[config.mk]
export PLATFORM = sky130hd
export DESIGN_NAME = operand_entry_fsm
export DESIGN_NICKNAME = d
export VERILOG_FILES = /design/src/rtl/operand_entry_fsm.sv
export SDC_FILE = /design/constraint.sdc
export NUM_CORES = 1
export LEC_CHECK = 0
export BUFFER_PORTS_ARGS = -buffer_cell sky130_fd_sc_hd__buf_4
export CORE_MARGIN = 2
export CORE_UTILIZATION = 45
export CTS_CLUSTER_DIAMETER = 120
export DETAILED_ROUTE_END_ITERATION = 8
export PLACE_DENSITY = 0.76
export SYNTH_ARGS = -nofsm -noshare
export SYNTH_HDL_FRONTEND = slang
export SYNTH_SLANG_ARGS = --single-unit
[constraint.sdc]
create_clock -name clk -period 2.11 [get_ports clk]
set_clock_uncertainty 0.1 [all_clocks]
set_input_delay 0.1055 -clock clk [delete_from_list [all_inputs] [get_ports clk]]
set_output_delay 0.1055 -clock clk [all_outputs]
set_load 0.1 [all_outputs]
[src/rtl/operand_entry_fsm.sv]
// Keypad-side operand collector for the hex adder: gathers hex digits into operands and
// drives the arithmetic FSM's new_input / finish_input / accumulate_enable handshake.
module operand_entry_fsm #(
  parameter int unsigned NUM_DIGITS = 3,
  localparam int unsigned W  = 4 * NUM_DIGITS,
  localparam int unsigned CW = $clog2(NUM_DIGITS + 1)
) (
  input  logic          clk,
  input  logic          rst,
  input  logic          key_valid,
  input  logic          key_is_cmd,
  input  logic [3:0]    key_code,
  output logic [W-1:0]  num1_hex,
  output logic [W-1:0]  num2_hex,
  output logic          new_input,
  output logic          finish_input,
  output logic          accumulate_enable,
  output logic [W-1:0]  entry_hex,
  output logic [CW-1:0] entry_cnt,
  output logic [1:0]    state_o
);

  typedef enum logic [1:0] {
    StEnterA   = 2'd0,
    StEnterB   = 2'd1,
    StResult   = 2'd2,
    StEnterAcc = 2'd3
  } state_e;

  localparam logic [3:0] CmdAdd = 4'h0;
  localparam logic [3:0] CmdEq  = 4'h1;
  localparam logic [3:0] CmdClr = 4'h2;
  localparam logic [3:0] CmdFin = 4'h3;

  state_e        state_q, state_d;
  logic [W-1:0]  num1_q, num1_d;
  logic [W-1:0]  num2_q, num2_d;
  logic [W-1:0]  entry_q, entry_d;
  logic [CW-1:0] cnt_q, cnt_d;
  logic          acc_q, acc_d;
  logic          new_q, new_d;
  logic          fin_q, fin_d;

  always_ff @(posedge clk) begin
    if (rst) begin
      state_q <= StEnterA;
      num1_q  <= '0;
      num2_q  <= '0;
      entry_q <= '0;
      cnt_q   <= '0;
      acc_q   <= 1'b0;
      new_q   <= 1'b0;
      fin_q   <= 1'b0;
    end else begin
      state_q <= state_d;
      num1_q  <= num1_d;
      num2_q  <= num2_d;
      entry_q <= entry_d;
      cnt_q   <= cnt_d;
      acc_q   <= acc_d;
      new_q   <= new_d;
      fin_q   <= fin_d;
    end
  end

  always_comb begin
    state_d = state_q;
    num1_d  = num1_q;
    num2_d  = num2_q;
    entry_d = entry_q;
    cnt_d   = cnt_q;
    acc_d   = acc_q;
    new_d   = 1'b0;
    fin_d   = 1'b0;

    if (key_valid) begin
      if (!key_is_cmd) begin
        // Digits beyond the operand width are dropped rather than scrolling old ones out.
        if (state_q != StResult && cnt_q < CW'(NUM_DIGITS)) begin
          entry_d = (entry_q << 4) | W'(key_code);
          cnt_d   = cnt_q + CW'(1);
        end
      end else begin
        case (key_code)
          CmdAdd: begin
            if (state_q == StEnterA) begin
              num1_d  = entry_q;
              entry_d = '0;
              cnt_d   = '0;
              state_d = StEnterB;
            end else if (state_q == StResult) begin
              entry_d = '0;
              cnt_d   = '0;
              acc_d   = 1'b1;
              state_d = StEnterAcc;
            end
          end
          CmdEq: begin
            if (state_q == StEnterB || state_q == StEnterAcc) begin
              num2_d  = entry_q;
              new_d   = 1'b1;
              state_d = StResult;
            end
          end
          CmdClr: begin
            if (state_q != StResult) begin
              entry_d = '0;
              cnt_d   = '0;
            end
          end
          CmdFin: begin
            num1_d  = '0;
            num2_d  = '0;
            entry_d = '0;
            cnt_d   = '0;
            acc_d   = 1'b0;
            fin_d   = 1'b1;
            state_d = StEnterA;
          end
          default: ;
        endcase
      end
    end
  end

  assign num1_hex          = num1_q;
  assign num2_hex          = num2_q;
  assign new_input         = new_q;
  assign finish_input      = fin_q;
  assign accumulate_enable = acc_q;
  assign entry_hex         = entry_q;
  assign entry_cnt         = cnt_q;
  assign state_o           = state_q;

endmodule

==> flow_metrics.tcl <==
set metrics [dict create \
    min_path_type "in2reg" \
    vdd_drop_max_v 0.000356 \
    synth_area_leaders "dfxtp_1 (42%), mux2i_1 (12%), a41oi_1 (5.5%), o211ai_1 (5.4%), nor3b_1 (5.1%)" \
    start_util 0.472 \
    rr_startpoint "state_o[0]" \
    wl_per_cell_microns 15.6 \
    clkSinkCount 43 \
    min_period_ps 1810 \
    synth.largest_area_cell "dfxtp_1" \
    syn_avg_cell_area_sq_um 9.76 \
    rows 24 \
    syn_nets 221 \
    fmax_mhz 553 \
    max_stage_delay_ps 660 \
    grt_pass1_wl_microns 8040 \
    fin_crit_sh 0.858 \
    drt-total-wl_microns 4840 \
    dpl_cell_area_sq_mm 0.00242 \
    yosysWarnings 0 \
    endpoint_kind "register" \
    powerDensity_mw_per_mm2 623 \
    fin_setup_tns_ps 0 \
    cts_root_buffer "clkbuf_8" \
    final-max-slew-violation-count 0 \
    status "finished clean" \
    die_w_microns 71.8 \
    hpwl_microns 3220 \
    setup-violations-final 0 \
    synth_cell_types 36 \
    design_area_sq_mm 0.00255 \
    grt_pass1_vias 1683 \
    die-area_sq_mm 0.00516 \
    min-delay-start "rst" \
    overflow 0 \
    tightest_slew_ps 815 \
    core_sq_mm 0.00438 \
    crit_chain "dlygate4sd3_1 > buf_4 > and2_1 > o21ai_2 > mux2i_1" \
    drcViolationCount 0 \
    port-buffer-count 50 \
    nets 266 \
    relSlewSlack 0.456 \
    dr.first_iter.drc_count 83 \
    globalplace.congestion 0.782 \
    via_count 1769 \
    setup.worst_path.start_class "input port" \
    viasPerCell 5.71 \
    critical_path_arrival_ps 1940 \
    hold_viol_final 0 \
    clk_path_buf_depth 2 \
    post-cts-setup-buffers 0 \
    syn_to_final_growth_pct 23.2 \
    drv_cap 0 \
    yosysSeqAreaShare 0.416 \
    insertion_delay_ps 290 \
    rsz0062_at_grt "no" \
    cp-startpoint "key_code[0]" \
    path_class "in2reg" \
    cp.required_ps 2240 \
    critPathMaxFanout 12 \
    drive_gt1_frac 0.326 \
    yosysTopAreaCellShare 0.416 \
    p_leak_nw 1.10 \
    cts_buffers 5 \
    gr-usage-all-layers 0.197 \
    grt_max_degree 26 \
    firstDrtPassIters 4 \
    syn_inst 212 \
    clkTransAtPathRegs_ps 80 \
    synth.ff_latch_count 43 \
    h-tree-depth 2 \
    cts_tree "yes" \
    cpMaxStageDelayCell "o21ai_2" \
    ios 51 \
    grt_antenna_before_repair 0 \
    synth_area_sq_mm 0.00207 \
    detail-route-antenna-nets 0 \
    dieHeight_microns 71.8 \
    antenna_cells 0 \
]
## logic make-up (layout without fill, tap and decap cells)
group / after synthesis / after routing / share of synthesized area
AOI/OAI and AO/OA: 49 / 49 / 0.206
DFF: 43 / 43 / 0.416
and+or+nand+nor: 70 / 70 / 0.186
buffers and inverters: 25 / 71 / 0.0701
muxes: 24 / 24 / 0.116
adders and majority gates: 1 / 1 / 0.00604
## cells in the mapped netlist
library cell	n
buf_4	2
nor2b_1	3
nor3b_1	14
or2_2	1
o21ai_2	11
o211ai_4	1
nor3_1	2
o211ai_1	15
buf_1	1
ha_1	1
inv_2	1
buf_8	1
mux2i_1	24
and4bb_2	1
clkbuf_1	7
nand4b_1	1
a31oi_1	2
a2111oi_2	1
nand3_1	13
nor2_1	2
buf_2	8
nand2b_1	1
a41oi_1	13
and2_1	2
o21ai_0	3
inv_1	2
a211oi_1	1
or3b_1	1
a221oi_4	1
nor4_1	1
buf_6	3
or2_4	1
nand2_1	26
nand4bb_1	1
dfxtp_1	43
a21oi_1	1
## metrics by stage
stage	hold slack (ps)	setup slack, ps	total power, mW	instances	utilization
after global placement	274	559	1.09	298	0.553
final	76.9	301	1.59	310	0.582
after global routing	82.1	178	1.64	310	0.582
after detailed placement	267	526	1.09	298	0.553
after CTS	49.3	301	1.59	310	0.582
after floorplan	178	150	1.03	212	-
## cells in the final DEF, fill, tap and decap left out, types with 2 or more instances in the layout
cell type,n
a31oi_1,2
a41oi_1,13
and2_1,2
buf_4,56
clkbuf_8,5
dfxtp_1,40
dfxtp_2,3
dlygate4sd3_1,4
inv_1,2
mux2i_1,24
nand2_1,26
nand3_1,13
nor2_1,2
nor2b_1,3
nor3_1,2
nor3b_1,14
o211ai_1,15
o21ai_0,3
o21ai_2,11
## what timing repair did
action / 4_1_cts / 5_1_grt
hold buffers: 4 / 0
endpoints found under the hold margin: 4 / 0
resized for setup: 0 / 0
setup endpoints to repair: 0 / 0
## where the power goes
part | internal (mW) | switching (mW) | leakage (nW)
Clock | 0.231 | 0.283 | 0.0412
Combinational | 0.0621 | 0.171 | 0.708
Sequential | 0.824 | 0.0172 | 0.349
Total | 1.12 | 0.471 | 1.10
## path summary, 6_finish.rpt
kind	depth (start not counted)	to	slack [ps]
setup / recovery	5	num1_hex[0]	300
hold / removal	2	state_o[0]	80
setup reg to reg	3	num1_hex[0]	480
hold reg to reg	2	num1_hex[5]	360
## sequential cells by signal, summed over array words and instances (netlist names)
| name | count |
|---|---|
| new_input | 1 |
| num2_hex | 12 |
| num1_hex | 12 |
| finish_input | 1 |
| entry_cnt | 2 |
| accumulate_enable | 1 |
| entry_hex | 12 |
| state_o | 2 |
## layer usage
metal | up-vias | share of wire | track usage
met4 | 0 | 0.016 | 0.0860
met3 | 7 | 0.049 | 0.0366
li1 | 878 | - | -
met1 | 834 | 0.46 | 0.263
met2 | 50 | 0.48 | 0.313
met5 | - | 0 | 0
## cell type report
cell class	instances	area (sq um)
fillers	405	1830
inverters	3	11.3
flip-flops and latches	43	865
clock buffers	6	72.6
well taps	52	65.1
repair buffers	60	460
clock inverters	2	12.5
multi-input cells	144	1060
## critical path, delay by kind of cell
kind	cells	cell delay [ps]
AO/OA/AOI/OAI	1	660
buffers and inverters	2	710
multiplexers	1	280
AND/OR/NAND/NOR	1	170
(Power assumes the default switching activity.)
